`src/rtl/axis_dma_dac4_16.sv`:
```
// AXI4-Stream byte sink that packs 8-byte frames and plays them to a quad 16-bit SPI DAC.
// Optional macro DAC_LDAC_EN: write input registers, then update all four outputs together with a LDAC strobe.
module axis_dma_dac4_16 (
   input  logic        clk,
   input  logic        rst_n,
   input  logic [31:0] play_len,
   input  logic        play_start,
   input  logic [15:0] sample_period,
   output logic        busy,
   output logic        done,
   output logic [15:0] underrun_cnt,
   output logic        frame_err,
   input  logic [7:0]  DMA_AXIS_tdata,
   input  logic        DMA_AXIS_tkeep,
   input  logic        DMA_AXIS_tlast,
   input  logic        DMA_AXIS_tvalid,
   output logic        DMA_AXIS_tready,
   output logic        dac_cs_n,
   output logic        dac_sck,
   output logic        dac_sdi,
   output logic        dac_ldac_n
);
   localparam logic [3:0]  DAC_CMD_WRUPD = 4'h3;
   localparam logic [3:0]  DAC_CMD_WR    = 4'h0;
   localparam logic [15:0] MIN_PERIOD    = 16'd208;
`ifdef DAC_LDAC_EN
   localparam logic [3:0]  CH_CMD = DAC_CMD_WR;
`else
   localparam logic [3:0]  CH_CMD = DAC_CMD_WRUPD;
`endif

   typedef enum logic [0:0] {C_IDLE, C_RUN} ctrl_t;
   typedef enum logic [1:0] {S_IDLE, S_SHIFT, S_GAP, S_LDAC} spi_t;

   ctrl_t       ctrl_r, ctrl_nxt;
   spi_t        spi_r, spi_nxt;
   logic [31:0] frames_acc_r, frames_acc_nxt, frames_play_r, frames_play_nxt;
   logic [2:0]  byte_cnt_r, byte_cnt_nxt;
   logic [15:0] per_cnt_r, per_cnt_nxt, underrun_r, underrun_nxt, period_s;
   logic        frame_err_r, frame_err_nxt, buf_full_r, buf_full_nxt;
   logic [63:0] buf_r, buf_nxt, out_r, out_nxt;
   logic        tready_r, busy_r, done_r, done_nxt;
   logic        tick_s, spi_start_s, exp_last_s;
   logic [5:0]  cyc_r, cyc_nxt;
   logic [1:0]  ch_r, ch_nxt;
   logic        gap_r, gap_nxt;
   logic [23:0] word_s;
   logic        cs_n_r, cs_n_nxt, sck_r, sck_nxt, sdi_r, sdi_nxt, ldac_n_r, ldac_n_nxt;
   logic        unused_s;

   assign unused_s = DMA_AXIS_tkeep;
   assign period_s = (sample_period < MIN_PERIOD) ? MIN_PERIOD : sample_period;

   // Channel n carries ch(n+1), which sits in the upper bits of the frame.
   function automatic logic [23:0] dac_word(input logic [3:0] cmd, input logic [1:0] ch,
                                            input logic [63:0] frame);
      logic [15:0] d;
      case (ch)
         2'd0:    d = frame[63:48];
         2'd1:    d = frame[47:32];
         2'd2:    d = frame[31:16];
         2'd3:    d = frame[15:0];
         default: d = 16'h0000;
      endcase
      return {cmd, 2'b00, ch, d};
   endfunction

   // Run control, byte assembly, tlast check, sample ticks and underrun accounting.
   always_comb begin
      ctrl_nxt        = ctrl_r;
      frames_acc_nxt  = frames_acc_r;
      frames_play_nxt = frames_play_r;
      byte_cnt_nxt    = byte_cnt_r;
      per_cnt_nxt     = per_cnt_r;
      underrun_nxt    = underrun_r;
      frame_err_nxt   = frame_err_r;
      buf_full_nxt    = buf_full_r;
      buf_nxt         = buf_r;
      out_nxt         = out_r;
      done_nxt        = 1'b0;
      tick_s          = 1'b0;
      spi_start_s     = 1'b0;
      exp_last_s      = 1'b0;
      case (ctrl_r)
         C_IDLE: begin
            if (play_start) begin
               ctrl_nxt        = C_RUN;
               frames_acc_nxt  = 32'd0;
               frames_play_nxt = 32'd0;
               byte_cnt_nxt    = 3'd0;
               per_cnt_nxt     = 16'd0;
               underrun_nxt    = 16'd0;
               frame_err_nxt   = 1'b0;
               buf_full_nxt    = 1'b0;
            end else begin
               ctrl_nxt = C_IDLE;
            end
         end
         C_RUN: begin
            if (DMA_AXIS_tvalid && tready_r) begin
               buf_nxt[{byte_cnt_r, 3'b000} +: 8] = DMA_AXIS_tdata;
               exp_last_s   = (byte_cnt_r == 3'd7) && (frames_acc_r == play_len - 32'd1);
               byte_cnt_nxt = byte_cnt_r + 3'd1;
               if (DMA_AXIS_tlast != exp_last_s) begin
                  frame_err_nxt = 1'b1;
               end else begin
                  frame_err_nxt = frame_err_r;
               end
               if (byte_cnt_r == 3'd7) begin
                  buf_full_nxt   = 1'b1;
                  frames_acc_nxt = frames_acc_r + 32'd1;
               end else begin
                  buf_full_nxt   = buf_full_r;
               end
            end else begin
               byte_cnt_nxt = byte_cnt_r;
            end
            // >= rather than == so a period lowered mid-run cannot skip the wrap.
            tick_s      = (per_cnt_r >= period_s - 16'd1);
            per_cnt_nxt = tick_s ? 16'd0 : per_cnt_r + 16'd1;
            if (tick_s && buf_full_r && (spi_r == S_IDLE)) begin
               out_nxt         = buf_r;
               buf_full_nxt    = 1'b0;
               spi_start_s     = 1'b1;
               frames_play_nxt = frames_play_r + 32'd1;
            end else if (tick_s && (frames_play_r < play_len) && (underrun_r != 16'hFFFF)) begin
               underrun_nxt = underrun_r + 16'd1;
            end else begin
               underrun_nxt = underrun_r;
            end
            if ((frames_play_r == play_len) && (spi_r == S_IDLE)) begin
               ctrl_nxt = C_IDLE;
               done_nxt = 1'b1;
            end else begin
               ctrl_nxt = C_RUN;
            end
         end
         default: ctrl_nxt = C_IDLE;
      endcase
   end

   // Control state and registered status/handshake outputs.
   always_ff @(posedge clk) begin
      if (!rst_n) begin
         ctrl_r        <= C_IDLE;
         frames_acc_r  <= 32'd0;
         frames_play_r <= 32'd0;
         byte_cnt_r    <= 3'd0;
         per_cnt_r     <= 16'd0;
         underrun_r    <= 16'd0;
         frame_err_r   <= 1'b0;
         buf_full_r    <= 1'b0;
         buf_r         <= 64'd0;
         out_r         <= 64'd0;
         tready_r      <= 1'b0;
         busy_r        <= 1'b0;
         done_r        <= 1'b0;
      end else begin
         ctrl_r        <= ctrl_nxt;
         frames_acc_r  <= frames_acc_nxt;
         frames_play_r <= frames_play_nxt;
         byte_cnt_r    <= byte_cnt_nxt;
         per_cnt_r     <= per_cnt_nxt;
         underrun_r    <= underrun_nxt;
         frame_err_r   <= frame_err_nxt;
         buf_full_r    <= buf_full_nxt;
         buf_r         <= buf_nxt;
         out_r         <= out_nxt;
         tready_r      <= (ctrl_nxt == C_RUN) && !buf_full_nxt && (frames_acc_nxt < play_len);
         busy_r        <= (ctrl_nxt == C_RUN);
         done_r        <= done_nxt;
      end
   end

   // SPI sequencer; pins are decoded from next-state so they leave flops aligned to state.
   always_comb begin
      spi_nxt = spi_r;
      cyc_nxt = cyc_r;
      ch_nxt  = ch_r;
      gap_nxt = gap_r;
      case (spi_r)
         S_IDLE: begin
            if (spi_start_s) begin
               spi_nxt = S_SHIFT;
               cyc_nxt = 6'd0;
               ch_nxt  = 2'd0;
            end else begin
               spi_nxt = S_IDLE;
            end
         end
         S_SHIFT: begin
            if (cyc_r == 6'd47) begin
               spi_nxt = S_GAP;
               gap_nxt = 1'b0;
            end else begin
               cyc_nxt = cyc_r + 6'd1;
            end
         end
         S_GAP: begin
            if (gap_r && (ch_r == 2'd3)) begin
`ifdef DAC_LDAC_EN
               spi_nxt = S_LDAC;
               gap_nxt = 1'b0;
`else
               spi_nxt = S_IDLE;
`endif
            end else if (gap_r) begin
               spi_nxt = S_SHIFT;
               ch_nxt  = ch_r + 2'd1;
               cyc_nxt = 6'd0;
            end else begin
               gap_nxt = 1'b1;
            end
         end
         S_LDAC: begin
            if (gap_r) begin
               spi_nxt = S_IDLE;
            end else begin
               gap_nxt = 1'b1;
            end
         end
         default: spi_nxt = S_IDLE;
      endcase
      word_s     = dac_word(CH_CMD, ch_nxt, out_nxt);
      cs_n_nxt   = (spi_nxt != S_SHIFT);
      sck_nxt    = (spi_nxt == S_SHIFT) && cyc_nxt[0];
      sdi_nxt    = (spi_nxt == S_SHIFT) ? word_s[5'd23 - cyc_nxt[5:1]] : 1'b0;
      ldac_n_nxt = (spi_nxt != S_LDAC);
   end

   // SPI state and DAC pin registers.
   always_ff @(posedge clk) begin
      if (!rst_n) begin
         spi_r    <= S_IDLE;
         cyc_r    <= 6'd0;
         ch_r     <= 2'd0;
         gap_r    <= 1'b0;
         cs_n_r   <= 1'b1;
         sck_r    <= 1'b0;
         sdi_r    <= 1'b0;
         ldac_n_r <= 1'b1;
      end else begin
         spi_r    <= spi_nxt;
         cyc_r    <= cyc_nxt;
         ch_r     <= ch_nxt;
         gap_r    <= gap_nxt;
         cs_n_r   <= cs_n_nxt;
         sck_r    <= sck_nxt;
         sdi_r    <= sdi_nxt;
         ldac_n_r <= ldac_n_nxt;
      end
   end

   assign busy            = busy_r;
   assign done            = done_r;
   assign underrun_cnt    = underrun_r;
   assign frame_err       = frame_err_r;
   assign DMA_AXIS_tready = tready_r;
   assign dac_cs_n        = cs_n_r;
   assign dac_sck         = sck_r;
   assign dac_sdi         = sdi_r;
   assign dac_ldac_n      = ldac_n_r;
endmodule

```
`config.mk`:
```
export PLATFORM = sky130hd
export DESIGN_NAME = axis_dma_dac4_16
export DESIGN_NICKNAME = d
export VERILOG_FILES = /design/src/rtl/axis_dma_dac4_16.sv
export SDC_FILE = /design/constraint.sdc
export NUM_CORES = 1
export LEC_CHECK = 0
export BUFFER_PORTS_ARGS = -buffer_cell sky130_fd_sc_hd__buf_2
export CAP_MARGIN = 5
export CORE_ASPECT_RATIO = 0.75
export CORE_MARGIN = 2
export CORE_UTILIZATION = 30
export DETAILED_ROUTE_END_ITERATION = 8
export REMOVE_ABC_BUFFERS = 1
export SETUP_SLACK_MARGIN = 0.2
export SLEW_MARGIN = 25
export SYNTH_ARGS = -nofsm -noshare
export SYNTH_HDL_FRONTEND = slang
export SYNTH_SLANG_ARGS = --single-unit
export TNS_END_PERCENT = 10
```
`constraint.sdc`:
```
create_clock -name clk -period 9.8 [get_ports clk]
set_clock_uncertainty 0.05 [all_clocks]
set_input_delay 0.98 -clock clk [delete_from_list [all_inputs] [get_ports clk]]
set_output_delay 0.98 -clock clk [all_outputs]
set_load 0.01 [all_outputs]
```
# [Yosys cells after proc, flatten, opt, wreduce, memory -nomap -nowiden]
# Cells that the tools add are included.
[totals] regBits=247 inputBits=62 output_inout_bits=24 elab_cells=142
[op_classes] n_addsub=11 order_cmp=5 n_eq_ne=24 shifts=2 mux=56 bitwise=1 n_reduce_logical=23
[op_table] cell="$mux W32" count=5
[op_table] cell="$mux W64" count=2
[op_table] cell="$pmux W32 S2" count=2
[op_table] cell="$mux W16" count=5
[op_table] cell="$add A32 B1 Y32 const B" count=2
[op_table] cell="$bwmux W64" count=1
[op_table] cell="$eq A32 B32 Y1" count=2
[op_table] cell="$lt A32 B32 Y1" count=2
[op_table] cell="$pmux W16 S2" count=2
[op_table] cell="$pmux W16 S4" count=1
[op_table] cell="$shift A8 B8 Y64 const A" count=1
[op_table] cell="$shiftx A8 B8 Y64" count=1
[op_table] cell="$add A16 B1 Y16 const B" count=2
[op_table] cell="$sub A32 B1 Y32 const B" count=1
[op_table] cell="$mux W6" count=4
[op_table] cell="$pmux W6 S3" count=1
[op_table] cell="$ge A16 B16 Y1" count=1
[op_table] cell="$lt A16 B8 Y1 const B" count=1
[op_table] cell="$mux W1" count=16
[op_table] cell="$ne A16 B16 Y1 const B" count=1
[op_table] cell="$sub A16 B1 Y16 const B" count=1
[op_table] cell="$mux W2" count=7
[op_table] cell="$logic_and A1 B1 Y1" count=11
[op_table] cell="$eq A2 B2 Y1 const B" count=5
[op_table] cell="25 further kinds" count=45

# [Logic depth before layout (Yosys ltp)]
# Gate-level depths: netlist of the first run.
[logic_depth] word_depth=14 ltp_mapped=23 mapped_depth_nobuf=21

# [Worst setup path before layout of the first run]
# Ideal clock, no wire load.
[synth_timing] path_type="in2reg" startpoint="input sample_period[12]" endpoint="register underrun_r[15] (netlist: underrun_cnt[15])" setup_time_ps=115 arrival_time_ps=6071 required_time_ps=9635 path_slack_ps=3564 stages=22 path_buffers=1 cell_sequence="or3_1 or3_1 nor4_1 o21ai_0 nand2_1 ha_1 nor3b_1 nand3_1 nor3_1 xnor2_1 ha_1 nand4_1 nor3_1 inv_1 o21a_1 a2111oi_0 o211ai_1 o41ai_2 nand4_1 buf_2 o31a_1 o21a_1"
[synth_via] elab_chain_len=8 word_cells_on_any_way=11 cone_classes="add/sub (1); order compare (2); eq/ne (2); mux (1); reduce/logical (5)"
[synth_rtl] item="from (decl)" line_no="8" text="input logic [15:0] sample_period,"
[synth_rtl] item="$lt A16 B8 Y1" line_no="52" text="assign period_s = (sample_period < MIN_PERIOD) ? MIN_PERIOD : sample_period;"
[synth_rtl] item="$mux W16 (*)" line_no="52"
[synth_rtl] item="$sub A16 B1 Y16 (*)" line_no="119" text="tick_s = (per_cnt_r >= period_s - 16'd1);"
[synth_rtl] item="$ge A16 B16 Y1 (*)" line_no="119"
[synth_rtl] item="$logic_and A1 B1 Y1, on equally long branches (2 in series)" line_no="126, 121"
[synth_rtl] item="$ne A2 B1 Y1 (no source line) / $ne A2 B2 Y1 (equally long branches)"
[synth_rtl] item="$reduce_and A3 Y1 (no source line) (*)"
[synth_rtl] item="to (signal assigned)" line_no="164" text="underrun_r <= underrun_nxt;"
[synth_rtl] item="to (decl)" line_no="39" text="logic [15:0] per_cnt_r, per_cnt_nxt, underrun_r, underrun_nxt, period_s;"
# Mark *: on every way between the ends. The rest lies on a longest branch, timed or not.
# A chain may end at the register's enable or synchronous reset.

# [Final worst setup path of the first run]
[layout_timing] startpoint="input sample_period[12]" endpoint="register sdi_r (netlist: dac_sdi)"
[layout_via] elab_chain_len=14 word_cells_on_any_way=26 cone_classes="add/sub (2); order compare (2); eq/ne (4); mux (14); reduce/logical (4)"
[layout_rtl] item="$lt A16 B8 Y1" line_no="52"
[layout_rtl] item="$mux W16 (*)" line_no="52"
[layout_rtl] item="$sub A16 B1 Y16 (*)" line_no="119"
[layout_rtl] item="$ge A16 B16 Y1 (*)" line_no="119"
[layout_rtl] item="$logic_and A1 B1 Y1 (*) (2 in series)" line_no="121" text="if (tick_s && buf_full_r && (spi_r == S_IDLE)) begin"
[layout_rtl] item="branches (longest 8 deep; another with $sub A5 B5 Y5)"
[layout_rtl] item="to (signal assigned)" line_no="249" text="sdi_r <= sdi_nxt;"
[layout_rtl] item="to (decl)" line_no="48" text="logic cs_n_r, cs_n_nxt, sck_r, sck_nxt, sdi_r, sdi_nxt, ldac_n_r, ldac_n_nxt;"
# Mark *: on every way between the ends. The select of a mux whose other input is x is not followed.

==> flow_metrics.env, run 1 <==
export IMPL_synthCells=1855
export IMPL_drv_cap=0
export IMPL_antenna_cells=0
export IMPL_fin_crit_sh_pct=76.7
export IMPL_postCtsSetupRepairBufs=0
export IMPL_p_int_w=0.00163
export IMPL_grt_max_degree=123
export IMPL_timing_hold_ws_ps=397
export IMPL_ant_nets=0
export IMPL_multiInputGateArea_um2=8840
export IMPL_combinationalPowerShare_pct=6.1
export IMPL_place_gp_congestion=0.835
export IMPL_track_usage_pct=16.1
export IMPL_rows=69
export IMPL_synth_area_per_cell_um2=7.69
export IMPL_wl_per_cell_um=15.8
export IMPL_core_area_um2=47100
export IMPL_final_cell_mix="nand2_1, dfxtp_1, nor2_1"
export IMPL_vias=13300
export IMPL_endpoint_kind="register"
export IMPL_yosys_cell_types_count=76
export IMPL_final_common_cell="nand2_1"
export IMPL_die_x_um=256
export IMPL_firstDrtPassIters=5
export IMPL_drc=0
export IMPL_max_slew_margin_pct=27.3
export IMPL_cp_required_ps=10220
export IMPL_maxSlewViolCount=0
export IMPL_ctsHoldBuffers=0
export IMPL_antenna_found_initial=2
export IMPL_setup_viol=0
export IMPL_ctsResizeCount=0
export IMPL_critPathKind="input pin to register"
export IMPL_htreeDepth=1
export IMPL_grt_pass1_vias=12400
export IMPL_reg2reg_depth=17
export IMPL_rsz0062_at_grt="no"
export IMPL_max_freq_mhz=133
export IMPL_power_density_nw_per_um2=132
export IMPL_hold_path_class="register to register"
export IMPL_r2r_end="DMA_AXIS_tready$_SDFF_PN0_"
export IMPL_syn_to_final_growth_pct=13.2
export IMPL_switching_share_pct=23.8
export IMPL_seq_area_frac_synth_pct=34.6
export IMPL_dieArea_um2=49400
export IMPL_synth_area_leaders="dfxtp_1, ha_1, nand2_1, a21oi_1, nor2_1"
export IMPL_cp_max_fo=48
export IMPL_cts_clk_slew_worst_paths_ps=60
export IMPL_synth_edf_count=0
export IMPL_async_flop_share_pct=0
export IMPL_yosys_area_top_type_share_pct=34.6
export IMPL_drive_above_1_share_pct=9.43
export IMPL_ys_ff_latch=247
export IMPL_drt_initial_drc_count=981
export IMPL_portBuffers=84
export IMPL_ir_drop_mv=0.108
export IMPL_cp_arrival_ps=7940
export IMPL_p_sw_w=0.000508
export IMPL_worst_slack_ps=2280
export IMPL_worst_pin_slew_ps=1080
export IMPL_area_sequential_um2=4940
export IMPL_power_frac_seq_pct=47.2
export IMPL_cts_tree="yes"
export IMPL_status="completed"
export IMPL_gr_total_overflow=0
export IMPL_start_kind="input pin"
export IMPL_boundaryPins=86
export IMPL_setup_tns_ps=0
export IMPL_startpoint="sample_period[12]"
export IMPL_grt_pass1_wl_um=65100
export IMPL_nets=2048
export IMPL_synthFlopType="dfxtp_1"
export IMPL_yosysWarnings=0
export IMPL_cp_endpoint="dac_sdi$_SDFF_PN0_"
export IMPL_nFillCells=4914
export IMPL_root_buffer="clkbuf_16"
export IMPL_reg2reg_slack_ps=4850
export IMPL_r2r_start="byte_cnt_r[0]$_SDFFE_PN0P_"
export IMPL_fin_area_um2=16200
export IMPL_dp_hpwl_um=29100
export IMPL_clock_path_buffers=3
export IMPL_cts_made_buffers=26
export IMPL_finalHoldViolCount=0
export IMPL_yosysTopAreaCell="dfxtp_1"
export IMPL_cts_sinks=247
export IMPL_insertion_delay_ps=550
export IMPL_period_needed_ps=7520
export IMPL_p_leak_nw=6.24
export IMPL_drt_wl_total_um=40400
export IMPL_die_h_um=193
export IMPL_p_clk_share_pct=46.8
export IMPL_start_util_pct=30.3
export IMPL_viasPerCell=5.23
export IMPL_syn_cell_area_um2=14300
export IMPL_place_area_um2=15300
export IMPL_post_place_ws_ps=1780
-- layout make-up --
cell class	instances	area share, %
repair buffers	96	3.16
clock inverters	7	0.635
multi-input cells	1468	54.7
flip-flops and latches	247	30.6
well taps	639	4.95
clock buffers	37	4.65
inverters	53	1.26
-- through the flow --
step,instances,total power [W],utilization [%]
after floorplan,1768,0.00110,-
after global placement,2503,0.00116,32.4
after detailed placement,2503,0.00116,32.5
after CTS,2547,0.00216,34.3
after global routing,2547,0.00222,34.3
final,2547,0.00214,34.3
-- how the worst min path moves through the flow --
stage | to | cells past startpoint | from
finish | out_r[30]$_SDFF_PN0_ | 2 | buf_r[30]$_SDFFE_PN0P_
global placement | out_r[38]$_SDFF_PN0_ | 2 | buf_r[38]$_SDFFE_PN0P_
global route | out_r[56]$_SDFF_PN0_ | 2 | buf_r[56]$_SDFFE_PN0P_
floorplan | out_r[32]$_SDFF_PN0_ | 2 | buf_r[32]$_SDFFE_PN0P_
detailed placement | out_r[37]$_SDFF_PN0_ | 2 | buf_r[37]$_SDFFE_PN0P_
CTS | out_r[35]$_SDFF_PN0_ | 2 | buf_r[35]$_SDFFE_PN0P_
-- cells in the mapped netlist, drive strengths merged (25+ instances only) --
cell type / number
a21oi: 200
and2: 37
and3: 33
clkbuf: 77
dfxtp: 247
ha: 94
inv: 52
mux2i: 43
nand2: 279
nand3: 81
nand4: 46
nor2: 235
nor3: 26
o211ai: 25
o21ai: 76
xnor2: 34
xor2: 34
-- flip-flops by register name, summed over array words and instances, names as in the netlist --
register         cells
frame_err            1
byte_cnt_r           3
buf_r               64
per_cnt_r           16
dac_sdi              1
cyc_r                6
frames_acc_r        32
busy                 1
frames_play_r       32
DMA_AXIS_tready      1
dac_ldac_n           1
underrun_cnt        16
dac_cs_n             1
gap_r                1
done                 1
spi_r                2
buf_full_r           1
dac_sck              1
ch_r                 2
out_r               64
-- critical path, cell delays in order --
cell       delay, ps
buf_2            110
or3_1            400
or3_1            340
nor4_1           380
o21ai_0          320
nand2_1          180
ha_1             210
nor3b_1          480
nand3_1          240
nor3_1           220
xnor2_1          100
ha_1             310
nand4_1          150
nor3_1           230
inv_1             70
o21a_1           450
nor2_4           940
buf_4            600
a2111oi_0        140
o41ai_1          600
a41oi_1          200
a211oi_1         250
-- kinds of logic after synthesis --
kind of cell / Yosys count / share of synthesized area (%)
compound gates: 422 / 17.9
xor+xnor: 68 / 4.17
fa+ha+maj: 94 / 8.24
buf+inv: 140 / 3.73
flops: 247 / 34.6
mux: 56 / 4.04
simple gates: 828 / 27.2
-- metal layers --
layer	part of all wire, %	track usage, %	vias up
met1	49	23.0	6239
met3	7.3	3.41	57
met2	41	24.4	375
met4	2.0	3.89	4
li1	-	-	6656
met5	0.057	0	-
-- power by group through the flow --
stage / Combinational, W / Clock, W / Sequential (W)
CTS: 0.000130 / 0.00102 / 0.00101
finish: 0.000130 / 0.00100 / 0.00101
global placement: 0.000125 / 0 / 0.00103
floorplan: 0.0000714 / 0 / 0.00103
global route: 0.000144 / 0.00106 / 0.00101
detailed placement: 0.000129 / 0 / 0.00103
Power figures use the tool's default switching activity.
==> run 2, diff against run 1 <==
==> constraint.sdc (replaced) <==
create_clock -name clk -period 7.2 [get_ports clk]
set_clock_uncertainty 0.05 [all_clocks]
set_input_delay 0.72 -clock clk [delete_from_list [all_inputs] [get_ports clk]]
set_output_delay 0.72 -clock clk [all_outputs]
set_load 0.01 [all_outputs]
==> run 2 against run 1 <==
First-iteration DRC count grew 5.2%. Utilization grew 0.18 points. Critical path depth grew 2. Sequential cell count is the same. Combinational power grew 36%. Critical endpoint is now underrun_cnt[7]$_SDFFE_PN0P_.
==> flow_metrics.env, run 2 (same netlist as run 1, synthesis figures left out) <==
export IMPL_status="completed"
export IMPL_dp_hpwl_um=29800
export IMPL_final_util_pct=34.5
export IMPL_final_cell_mix="nand2_1, dfxtp_1, nor2_1"
export IMPL_track_usage_pct=16.2
export IMPL_maxSlewViolCount=0
export IMPL_worst_slack_ps=940
export IMPL_nets=2056
export IMPL_power_frac_seq_pct=46.9
export IMPL_start_kind="input pin"
export IMPL_critPathKind="input pin to register"
export IMPL_die_x_um=256
export IMPL_reg2reg_slack_ps=2190
export IMPL_clock_path_buffers=3
export IMPL_ant_nets=0
export IMPL_firstDrtPassIters=5
export IMPL_cts_clk_slew_worst_paths_ps=60
export IMPL_viasPerCell=5.20
export IMPL_antenna_cells=0
export IMPL_post_place_ws_ps=261
export IMPL_ctsHoldBuffers=0
export IMPL_largestRegisters="buf_r: 64 flops, out_r: 64 flops"
export IMPL_ir_drop_mv=0.162
export IMPL_report_power_total_w=0.00293
export IMPL_cts_sinks=247
export IMPL_setup_tns_ps=0
export IMPL_insertion_delay_ps=550
export IMPL_gr_total_overflow=0
export IMPL_rsz0062_at_grt="yes"
export IMPL_portBuffers=84
export IMPL_p_sw_w=0.000703
export IMPL_start_util_pct=30.3
export IMPL_drt_initial_drc_count=1032
export IMPL_drt_wl_total_um=40900
export IMPL_cp_arrival_ps=6690
export IMPL_worst_pin_slew_ps=935
export IMPL_syn_to_final_growth_pct=13.8
export IMPL_fin_crit_sh_pct=86.9
export IMPL_cp_max_fo=12
export IMPL_drive_above_1_share_pct=9.80
export IMPL_die_h_um=193
export IMPL_place_gp_congestion=0.882
export IMPL_grt_max_degree=120
export IMPL_cts_tree="yes"
export IMPL_antenna_found_initial=0
export IMPL_drc=0
export IMPL_max_slew_margin_pct=37.6
export IMPL_endpoint_kind="register"
export IMPL_power_density_nw_per_um2=180
export IMPL_rows=69
export IMPL_htreeDepth=1
export IMPL_hold_path_class="register to register"
export IMPL_cts_made_buffers=27
export IMPL_drv_cap=0
export IMPL_period_needed_ps=6260
export IMPL_grt_pass1_wl_um=65800
export IMPL_grt_pass1_vias=12300
export IMPL_switching_share_pct=24.0
export IMPL_final_common_cell="nand2_1"
export IMPL_cp_required_ps=7630
export IMPL_finalHoldViolCount=0
export IMPL_p_clk_share_pct=47.0
export IMPL_vias=13300
export IMPL_p_int_w=0.00222
export IMPL_dieArea_um2=49400
export IMPL_p_leak_nw=6.29
export IMPL_wl_per_cell_um=16.0
export IMPL_setup_viol=0
export IMPL_root_buffer="clkbuf_16"
export IMPL_max_freq_mhz=160
export IMPL_boundaryPins=86
export IMPL_core_area_um2=47100
export IMPL_combinationalPowerShare_pct=6.1
-- run 2: path summary, 6_finish.rpt --
check | endpoint | from | cells after the start
worst max-delay path | underrun_cnt[7]$_SDFFE_PN0P_ | sample_period[12] | 24
worst min-delay path | out_r[14]$_SDFF_PN0_ | buf_r[14]$_SDFFE_PN0P_ | 2
worst max register to register | DMA_AXIS_tready$_SDFF_PN0_ | byte_cnt_r[0]$_SDFFE_PN0P_ | 19
worst min register to register | out_r[14]$_SDFF_PN0_ | buf_r[14]$_SDFFE_PN0P_ | 2
-- run 2: power groups by stage --
stage               logic (W)  clock network [W]  registers, W
finish               0.000177            0.00138       0.00137
global route         0.000196            0.00147       0.00137
CTS                  0.000177            0.00141       0.00137
detailed placement   0.000176                  0       0.00140
global placement     0.000172                  0       0.00140
floorplan           0.0000972                  0       0.00140
-- run 2: layout make-up --
class / count / area (um^2)
multi-input combinational: 1468 / 8840
sequential: 247 / 4940
fill: 5024 / 30900
clock inverter: 8 / 81.3
clock buffer: 40 / 795
timing repair buffer: 103 / 576
inverter: 53 / 204
tap: 639 / 800
-- run 2: timing repair --
item	CTS	global route
buffers inserted	0	1
resized for setup	0	1
setup endpoints to repair	0	8
-- run 2: through the flow --
step,instances,area [um^2],hold WS [ps]
floorplan,1768,13900,381
detailed placement,2509,15400,392
CTS,2557,16200,394
global placement,2509,15400,384
finish,2558,16200,389
global route,2558,16200,415
-- run 2: per-layer routing --
| metal | part of all wire, % | vias to the layer above | GRT usage, % |
|---|---|---|---|
| met1 | 51 | 6259 | 24.0 |
| met5 | 0 | - | 0 |
| met2 | 42 | 347 | 24.6 |
| met4 | 1.4 | 0 | 2.90 |
| li1 | - | 6651 | - |
| met3 | 6.2 | 38 | 2.96 |
-- run 2: worst max-delay path, cell delays in order --
cell	delay (ps)
buf_2	110
or3_1	390
or3_1	340
nor4_1	420
o21ai_0	350
nand2_1	180
ha_1	210
nor3b_1	200
buf_4	170
nand3_1	120
nor3_1	210
xnor2_1	100
ha_1	310
nand4_1	140
nor3_1	220
inv_1	80
o21a_1	320
a2111oi_0	370
o211ai_1	200
o41ai_2	550
nand4_1	200
buf_4	230
or4_1	460
nand2_1	70
==> run 3, diff against run 2 <==
--- a/config.mk
+++ b/config.mk
@@ -7,9 +7,7 @@
 export LEC_CHECK = 0
 export BUFFER_PORTS_ARGS = -buffer_cell sky130_fd_sc_hd__buf_2
 export CAP_MARGIN = 5
-export CORE_ASPECT_RATIO = 0.75
-export CORE_MARGIN = 2
-export CORE_UTILIZATION = 30
+export CORE_UTILIZATION = 25
 export DETAILED_ROUTE_END_ITERATION = 8
 export REMOVE_ABC_BUFFERS = 1
 export SETUP_SLACK_MARGIN = 0.2
==> run 3 against run 2 <==
Hold slack gained 10 ps. Combinational power rose by 3%. Sequential power barely moved. Clock power up 9%. Non-clock buffer count increased by 1. Die area increased by 18%. Largest power group unchanged. Highest routed layer unchanged.
==> flow_metrics.env, run 3 (same netlist as run 1, synthesis figures left out) <==
export IMPL_max_freq_mhz=161
export IMPL_die_x_um=241
export IMPL_max_slew_margin_pct=37.4
export IMPL_track_usage_pct=14.0
export IMPL_nFillCells=6106
export IMPL_cts_clk_slew_worst_paths_ps=60
export IMPL_start_util_pct=25.3
export IMPL_viasPerCell=4.99
export IMPL_worst_pin_slew_ps=935
export IMPL_cts_made_buffers=28
export IMPL_syn_to_final_growth_pct=15.6
export IMPL_hold_path_class="register to register"
export IMPL_dp_hpwl_um=30400
export IMPL_largestRegisters="buf_r: 64 flops, out_r: 64 flops"
export IMPL_drv_cap=0
export IMPL_die_h_um=241
export IMPL_dieArea_um2=58100
export IMPL_drt_initial_drc_count=833
export IMPL_cp_max_fo=13
export IMPL_root_buffer="clkbuf_16"
export IMPL_portBuffers=84
export IMPL_drc=0
export IMPL_boundaryPins=86
export IMPL_setup_viol=0
export IMPL_status="completed"
export IMPL_ant_nets=0
export IMPL_htreeDepth=1
export IMPL_hold_depth=2
export IMPL_drt_wl_total_um=41000
export IMPL_rsz0062_at_grt="no"
export IMPL_insertion_delay_ps=550
export IMPL_grt_pass1_wl_um=66200
export IMPL_start_kind="input pin"
export IMPL_ctsHoldBuffers=0
export IMPL_gr_total_overflow=0
export IMPL_maxSlewViolCount=0
export IMPL_cts_tree="yes"
export IMPL_antenna_cells=0
export IMPL_final_util_pct=29.3
export IMPL_finalHoldViolCount=0
export IMPL_grt_pass1_vias=12600
export IMPL_antenna_found_initial=1
export IMPL_cp_required_ps=7640
export IMPL_nets=2058
export IMPL_setup_tns_ps=0
export IMPL_final_cell_mix="nand2_1, dfxtp_1, nor2_1"
export IMPL_power_density_nw_per_um2=185
export IMPL_place_gp_congestion=0.877
export IMPL_final_common_cell="nand2_1"
export IMPL_clock_path_buffers=3
export IMPL_core_area_um2=56400
export IMPL_rows=87
export IMPL_reg2reg_depth=17
export IMPL_postCtsSetupRepairBufs=0
export IMPL_drive_above_1_share_pct=9.98
export IMPL_ir_drop_mv=0.167
export IMPL_vias=13400
export IMPL_endpoint_kind="register"
export IMPL_cp_arrival_ps=6650
export IMPL_period_needed_ps=6200
export IMPL_fin_crit_sh_pct=86.2
export IMPL_wl_per_cell_um=15.3
export IMPL_firstDrtPassIters=5
export IMPL_critPathKind="input pin to register"
export IMPL_grt_max_degree=99
export IMPL_p_leak_nw=6.35
export IMPL_ctsResizeCount=0
export IMPL_cts_sinks=247
[run 3: changes by cell type in the layout (fill, tap and decap cells not counted), sizes merged]
| cell | change |
|---|---|
| clkbuf | +3 |
| clkinv | +1 |
| inv | -2 |
| buf | +1 |
| bufinv | +2 |
[run 3: cell type report]
| cell class | count | area (um^2) | area share (%) |
|---|---|---|---|
| inverter | 53 | 204 | 1.24 |
| multi-input combinational | 1468 | 8840 | 53.5 |
| tap | 756 | 946 | 5.73 |
| timing repair buffer | 104 | 596 | 3.61 |
| clock inverter | 9 | 123 | 0.743 |
| clock buffer | 43 | 858 | 5.20 |
| sequential | 247 | 4940 | 30.0 |
[run 3: final timing paths]
path | startpoint | to | slack (ps)
setup reg to reg | byte_cnt_r[0]$_SDFFE_PN0P_ | DMA_AXIS_tready$_SDFF_PN0_ | 2340
hold / removal | buf_r[46]$_SDFFE_PN0P_ | out_r[46]$_SDFF_PN0_ | 400
setup / recovery | sample_period[12] | underrun_cnt[7]$_SDFFE_PN0P_ | 1000
hold reg to reg | buf_r[46]$_SDFFE_PN0P_ | out_r[46]$_SDFF_PN0_ | 400
[run 3: routing by layer]
| layer | global-route usage [%] | vias to the layer above | wire, um | part of all wire [%] |
|---|---|---|---|---|
| met5 | 0 | - | 0 | 0 |
| met4 | 3.78 | 0 | 1000 | 2.4 |
| met3 | 2.12 | 66 | 2020 | 4.9 |
| met2 | 23.6 | 305 | 19000 | 46 |
| met1 | 18.4 | 6359 | 18900 | 46 |
| li1 | - | 6650 | - | - |
[run 3: report_power, final]
part | internal, W | switching [W]
combinational | 0.0000563 | 0.000125
sequential | 0.00137 | 0.00000282
clock | 0.000924 | 0.000575
[run 3: worst max-delay path: stages]
cell       delay (ps)
buf_2             110
or3_1             400
or3_1             350
nor4_1            190
buf_4             170
o21ai_0           190
nand2_1           160
ha_1              210
nor3b_1           200
buf_4             170
nand3_1           130
nor3_1            220
xnor2_1            90
ha_1              310
nand4_1           150
nor3_1            210
inv_1              70
o21a_1            230
a2111oi_0         430
o211ai_1          220
o41ai_2           540
nand4_1           490
or4_1             610
nand2_1            70
[run 3: through the flow]
step | worst slack (ps) | hold slack (ps) | instance area, um^2 | cells | power, W
2_1_floorplan | -1120 | 381 | 13900 | 1768 | 0.00150
6_report | 995 | 399 | 16500 | 2680 | 0.00305
4_1_cts | 1000 | 405 | 16500 | 2680 | 0.00309
3_3_place_gp | 556 | 388 | 15500 | 2628 | 0.00158
3_5_place_dp | 464 | 395 | 15500 | 2628 | 0.00158
5_1_grt | 349 | 417 | 16500 | 2680 | 0.00317
